$ cat config.mk
export PLATFORM = sky130hd
export DESIGN_NAME = keypad_scan_ctrl
export DESIGN_NICKNAME = d
export VERILOG_FILES = /design/src/rtl/keypad_scan_ctrl.sv
export SDC_FILE = /design/constraint.sdc
export NUM_CORES = 1
export LEC_CHECK = 0
export BUFFER_PORTS_ARGS = -buffer_cell sky130_fd_sc_hd__buf_2
export CAP_MARGIN = 15
export CORE_MARGIN = 5
export CORE_UTILIZATION = 60
export CTS_CLUSTER_DIAMETER = 150
export DETAILED_ROUTE_END_ITERATION = 10
export PLACE_DENSITY = 0.89
export SYNTH_ARGS = -nofsm -noshare
export SYNTH_HDL_FRONTEND = slang
export SYNTH_SLANG_ARGS = --single-unit
$ cat constraint.sdc
create_clock -name clk -period 3.2 [get_ports clk]
set_input_delay 0.48 -clock clk [delete_from_list [all_inputs] [get_ports clk]]
set_output_delay 0.48 -clock clk [all_outputs]
set_load 0.02 [all_outputs]
$ cat src/rtl/keypad_scan_ctrl.sv
// 4x4 hex keypad controller: timed row scan, press/release debounce, one event per
// accepted press, and a two-digit history of accepted keys.
module keypad_scan_ctrl #(
   parameter int unsigned SCAN_DIV     = 24000,
   parameter int unsigned DEBOUNCE_CYC = 480000
) (
   input  logic       clk,
   input  logic       reset,
   input  logic [3:0] cols_n,
   output logic [3:0] rows_n,
   output logic       key_valid,
   output logic [3:0] key_code,
   output logic       key_held,
   output logic [3:0] digit_new,
   output logic [3:0] digit_old
);

   localparam int unsigned DW = $clog2(SCAN_DIV);
   localparam int unsigned BW = $clog2(DEBOUNCE_CYC);
   localparam logic [DW-1:0] DWELL_LAST = DW'(SCAN_DIV - 1);
   localparam logic [BW-1:0] DB_LAST    = BW'(DEBOUNCE_CYC - 1);

   typedef enum logic [1:0] {StScan, StDebounce, StHeld, StRelease} state_t;

   state_t        r_state, w_state_nxt;
   logic [3:0]    r_cols_meta, r_cols_s;
   logic [1:0]    r_row, w_row_nxt;
   logic [1:0]    r_col, w_col_nxt;
   logic [DW-1:0] r_dwell, w_dwell_nxt;
   logic [BW-1:0] r_db, w_db_nxt;
   logic          r_key_valid;
   logic [3:0]    r_key_code, r_digit_new, r_digit_old;
   logic          w_fire;
   logic          w_any_low;
   logic          w_col_high;
   logic [1:0]    w_low_col;
   logic [3:0]    w_code;

   function automatic logic [3:0] key_map(input logic [1:0] row, input logic [1:0] col);
      logic [3:0] code;
      case ({row, col})
         4'h0:    code = 4'h1;
         4'h1:    code = 4'h2;
         4'h2:    code = 4'h3;
         4'h3:    code = 4'hA;
         4'h4:    code = 4'h4;
         4'h5:    code = 4'h5;
         4'h6:    code = 4'h6;
         4'h7:    code = 4'hB;
         4'h8:    code = 4'h7;
         4'h9:    code = 4'h8;
         4'hA:    code = 4'h9;
         4'hB:    code = 4'hC;
         4'hC:    code = 4'hE;
         4'hD:    code = 4'h0;
         4'hE:    code = 4'hF;
         default: code = 4'hD;
      endcase
      return code;
   endfunction

   assign w_any_low  = (r_cols_s != 4'hF);
   assign w_col_high = r_cols_s[r_col];
   assign w_code     = key_map(r_row, r_col);

   // Lowest-indexed active column wins when several are pressed on one row.
   always_comb begin
      w_low_col = 2'd3;
      if (!r_cols_s[0]) begin
         w_low_col = 2'd0;
      end else if (!r_cols_s[1]) begin
         w_low_col = 2'd1;
      end else if (!r_cols_s[2]) begin
         w_low_col = 2'd2;
      end
   end

   always_comb begin
      w_state_nxt = r_state;
      w_row_nxt   = r_row;
      w_col_nxt   = r_col;
      w_dwell_nxt = r_dwell;
      w_db_nxt    = r_db;
      w_fire      = 1'b0;
      case (r_state)
         StScan: begin
            if (r_dwell == DWELL_LAST) begin
               w_dwell_nxt = '0;
               if (w_any_low) begin
                  w_col_nxt   = w_low_col;
                  w_db_nxt    = '0;
                  w_state_nxt = StDebounce;
               end else begin
                  w_row_nxt = r_row + 2'd1;
               end
            end else begin
               w_dwell_nxt = r_dwell + DW'(1);
            end
         end
         StDebounce: begin
            if (w_col_high) begin
               w_row_nxt   = r_row + 2'd1;
               w_dwell_nxt = '0;
               w_db_nxt    = '0;
               w_state_nxt = StScan;
            end else if (r_db == DB_LAST) begin
               w_fire      = 1'b1;
               w_db_nxt    = '0;
               w_state_nxt = StHeld;
            end else begin
               w_db_nxt = r_db + BW'(1);
            end
         end
         StHeld: begin
            if (w_col_high) begin
               w_db_nxt    = '0;
               w_state_nxt = StRelease;
            end
         end
         StRelease: begin
            if (!w_col_high) begin
               w_db_nxt    = '0;
               w_state_nxt = StHeld;
            end else if (r_db == DB_LAST) begin
               w_row_nxt   = r_row + 2'd1;
               w_dwell_nxt = '0;
               w_db_nxt    = '0;
               w_state_nxt = StScan;
            end else begin
               w_db_nxt = r_db + BW'(1);
            end
         end
         default: begin
            w_state_nxt = StScan;
         end
      endcase
   end

   always_ff @(posedge clk) begin
      if (reset) begin
         r_cols_meta <= 4'hF;
         r_cols_s    <= 4'hF;
         r_state     <= StScan;
         r_row       <= 2'd0;
         r_col       <= 2'd0;
         r_dwell     <= '0;
         r_db        <= '0;
         r_key_valid <= 1'b0;
         r_key_code  <= 4'h0;
         r_digit_new <= 4'h0;
         r_digit_old <= 4'h0;
      end else begin
         r_cols_meta <= cols_n;
         r_cols_s    <= r_cols_meta;
         r_state     <= w_state_nxt;
         r_row       <= w_row_nxt;
         r_col       <= w_col_nxt;
         r_dwell     <= w_dwell_nxt;
         r_db        <= w_db_nxt;
         r_key_valid <= w_fire;
         if (w_fire) begin
            r_key_code  <= w_code;
            r_digit_new <= w_code;
            r_digit_old <= r_digit_new;
         end
      end
   end

   assign rows_n    = ~(4'b1000 >> r_row);
   assign key_valid = r_key_valid;
   assign key_code  = r_key_code;
   assign key_held  = (r_state == StHeld) || (r_state == StRelease);
   assign digit_new = r_digit_new;
   assign digit_old = r_digit_old;

endmodule
After elaboration in Yosys (flattened, before gate mapping) --
Memory sizes are Yosys's and may differ from the RTL's. A register that Yosys moved wholly into a read port is not among the register bits. Cells that the tools add are included.
Word-level totals: RAM bits 0, output and inout port bits 18, memory bits (read-only) 64, latch bits 0, bits of input ports 6, bits in registers 53, memories kept 1
Memory list:
- (no name shown) | words 16, bits a word 4, read ports 1, clocked after Yosys merged registers in 1, wr ports 0, RTL line 41 | case ({row, col})
Operators by class: $add $sub $neg 3, reductions and logical operators 8, div/mod/pow operators 0, muxes and demuxes 34, bitwise logic cells 1, multipliers 0, equality and inequality tests 15, shifts and indexed selects 1, magnitude comparators 1
Operator list (count):
- 2-to-1 mux 19 bit | 6
- one-hot mux 19 bit (4 select lines) | 1
- 2-to-1 mux 15 bit | 4
- one-hot mux 15 bit (3 select lines) | 1
- 2-to-1 mux 2 bit | 14
- adder 19 x 1 -> 19 bit (second input constant) | 1
- equality test 19 bit (second input constant) | 1
- adder 15 x 1 -> 15 bit (second input constant) | 1
- equality test 15 bit (second input constant) | 1
- != test 2 bit (second input constant) | 7
- one-hot mux 2 bit (4 select lines) | 1
- != test 3 bit (second input constant) | 2
- one-hot mux 2 bit (3 select lines) | 1
- AND reduction 3 bit | 2
- AND reduction 6 bit | 1
- 2-to-1 mux 1 bit | 5
- AND reduction 5 bit | 1
- equality test 2 bit (second input constant) | 2
- != test 4 bit (second input constant) | 1
- NOT 4 bit | 1
- AND reduction 4 bit | 1
- >> shifter 4 x 2 -> 4 bit (first input constant) | 1
- < comparator 2 x 3 -> 1 bit (second input constant) | 1
- nonzero test 3 bit | 1
- other kinds (5) | 5

Logic depth before layout (Yosys ltp) --
word-level depth 4, depth in mapped cells 9, gate-level depth less buffers 7

Least setup slack after synthesis --
Ideal clock, no wire load.
path type register to register, start point reg r_db[0], end point reg r_row[0], data required time 3.077 ns, setup slack 0.726 ns, path buffers 1, arrival 2.350 ns, cell stages (with the launch flop) 8, cells stage by stage dfxtp_1 -> ha_1 -> nand4_4 -> or4_4 -> buf_6 -> o21a_4 -> nor4_2 -> mux2_1
On the way: cells in the longest elaborated chain, start to end 3
Ends and longest elaborated chain:
- from (decl) | RTL line 30 | logic [BW-1:0] r_db, w_db_nxt;
- from (signal assigned) | RTL line 159 | r_db <= w_db_nxt;
- equality test 19 bit | RTL line 124 | end else if (r_db == DB_LAST) begin
- != test 2 bit (no source line)
- AND reduction 6 bit (no source line)
- to (signal assigned) | RTL line 156 | r_row <= w_row_nxt;
- to (decl) | RTL line 27 | logic [1:0] r_row, w_row_nxt;
Every way passes these cells. A chain may end at the register's enable or synchronous reset.

Worst setup path after layout --
Ends and elaborated chain as after synthesis.

==> impl_metrics.ini <==
[clock_tree]
max-clock-path-buffers = 2
clock_sink_count = 57
htree_levels = 3
clk_pin_slew_ns = 0.07
cts_tree = yes
cts_root_buf = clkbuf_8
postCtsHoldBufs = 0
cts_setup_buffers = 0
post_cts_resized = 0
cts_made_buffers = 9
insertion_delay_ns = 0.34

[logic_synthesis]
synth.avg_cell_area_um2 = 8.36
syn_inst = 369
synth_warnings = 0
postSynth.asyncResetShare = 0
yosysSeqAreaShare = 0.370
synth_edf_count = 0
syn_area_um2 = 3090
ys_ff_latch = 57
synth_nets = 386
ys.flop_type = dfxtp_1
synth_cell_type_count = 57

[layout]
drive_above_1_share = 0.169
fin_area_um2 = 3410
area_growth_pct = 10.4
final_nets = 396
antenna_cells = 0

[placement]
place.detailed.hpwl_mm = 4.77
numPortBuffers = 23
gp_congestion = 0.899
postPlaceCellArea_um2 = 3180

[timing]
hold_viol = 0
fin_setup_tns_ns = 0
setup_violations = 0
rsz0062_at_grt = false
period_share = 0.828
slew_viol_final = 0
finalClockSkew_ns = 0.00462
finalCriticalPeriod_ns = 2.65
tightest_slew_ns = 0.781
fmax_mhz = 378
relSlewSlack = 0.480

[drt]
wire_per_inst_um = 15.8
first_pass_iters = 5
drc = 0
num_vias = 2849
drt-total-wl_mm = 7.19
ant_nets = 0
drt_iter0_drc = 420
avgViaCountPerCell = 6.28

[setup_path]
setup.worst_path.start_class = flop
endpoint_kind = flop
worstPathArrival_ns = 2.88
r2r_slack_ns = 0.55
critPathKind = reg2reg
path_max_fanout = 25
cp.required_ns = 3.43

[floorplanning]
start_util = 0.612
coreArea_um2 = 5040
die_area_um2 = 6680
die_w_um = 81.7
io_pins = 24
std_cell_rows = 26
die_h_um = 81.7

[grt]
grt_overflow = 0
track_usage = 0.229
grt_pass1_vias = 2695
grt_pass1_wl_mm = 12.0
antenna_found_initial = 0
grt_max_degree = 31

[min_path]
hold_class = in2reg

[status]
status = complete, no violations

[power]
powerDensity_nw_per_um2 = 453
worst_ir_drop_vdd_mv = 0.197
power_leakage_nw = 1.27

[flow_run]
cap_violations = 0
[cells in the final DEF, fill, tap and decap left out, types with 9 or more instances in the layout]
cell	Yosys	final
dfxtp_1	57	57
nand2_1	36	36
a21oi_1	31	31
nand3_1	28	28
nor2_1	26	26
buf_2	3	23
inv_1	16	16
a31oi_1	13	13
o21ai_0	13	13
ha_1	11	11
clkbuf_8	0	11
nor3_1	10	10
or2_2	9	9
[cell type report]
| class | count | area (um^2) |
|---|---|---|
| multi-input cells | 267 | 1740 |
| fillers | 375 | 1640 |
| flip-flops and latches | 57 | 1140 |
| clock buffers | 11 | 151 |
| repair buffers | 27 | 145 |
| well taps | 70 | 87.6 |
| clock inverters | 5 | 77.6 |
| inverters | 17 | 63.8 |
[state kept, by name (all words and copies together) (netlist names), named ones only]
name	cells
r_db	19
r_dwell	15
digit_new	4
digit_old	4
r_cols_meta	4
r_cols_s	4
r_col	2
r_row	2
key_valid	1
r_state	1
[Yosys cell counts (all sizes together) (5+ instances only)]
cell type / count / area, um^2
dfxtp: 57 / 1140
nand2: 36 / 135
a21oi: 31 / 155
nand3: 28 / 140
nor2: 26 / 97.6
clkbuf: 19 / 73.8
inv: 16 / 60.1
a31oi: 13 / 81.3
o21ai: 13 / 65.1
ha: 11 / 138
nor3: 11 / 60.1
buf: 9 / 67.6
or2: 9 / 56.3
nand4: 7 / 58.8
or4: 7 / 56.3
mux2i: 6 / 60.1
o31ai: 6 / 45.0
or3: 6 / 37.5
a22o: 5 / 43.8
nor4: 5 / 67.6
[routing by layer]
metal / GRT usage / vias to the layer above / routed length, um
met5: 0 / - / 0
met4: 0.113 / 0 / 220
met3: 0.0450 / 30 / 441
met2: 0.402 / 128 / 3610
met1: 0.265 / 1335 / 2910
li1: - / 1356 / -
[through the flow]
| stage | hold WS [ns] | util | cells | setup WS [ns] | total power [mW] |
|---|---|---|---|---|---|
| 2_1_floorplan | 0.389 | - | 369 | 0.726 | 0.772 |
| 3_3_place_gp | 0.391 | 0.630 | 438 | 0.635 | 0.786 |
| 3_5_place_dp | 0.400 | 0.630 | 438 | 0.574 | 0.788 |
| 4_1_cts | 0.312 | 0.675 | 454 | 0.560 | 1.55 |
| 5_1_grt | 0.318 | 0.675 | 454 | 0.424 | 1.58 |
| 6_report | 0.319 | 0.675 | 454 | 0.552 | 1.54 |
[logic make-up after synthesis]
family / after synthesis / share of synthesized area
DFF: 57 / 0.370
and+or+nand+nor: 156 / 0.285
adders and majority gates: 11 / 0.0446
AOI/OAI and AO/OA: 84 / 0.176
xor gates and xnor gates: 6 / 0.0170
muxes: 10 / 0.0414
buffers and inverters: 45 / 0.0665
[path summary, 6_finish.rpt]
check	end	cells after the start	start
setup / recovery	r_row[0]	6	r_db[0]
hold / removal	r_cols_meta[3]	2	cols_n[3]
setup reg to reg	r_row[0]	6	r_db[0]
hold reg to reg	r_cols_s[2]	1	r_cols_meta[2]
[power breakdown]
group | internal [mW] | total (mW) | leakage, nW | switching [mW]
logic | 0.0169 | 0.0455 | 0.689 | 0.0286
registers | 0.720 | 0.729 | 0.462 | 0.00896
clock network | 0.478 | 0.770 | 0.115 | 0.292
[worst max-delay path: stages (launching register included)]
cell,delay (ns)
dfxtp_1,0.39
ha_1,0.31
nand4_4,0.17
or4_4,0.62
o21a_4,0.32
nor4_2,0.38
mux2_1,0.36
(Power assumes the default switching activity.)
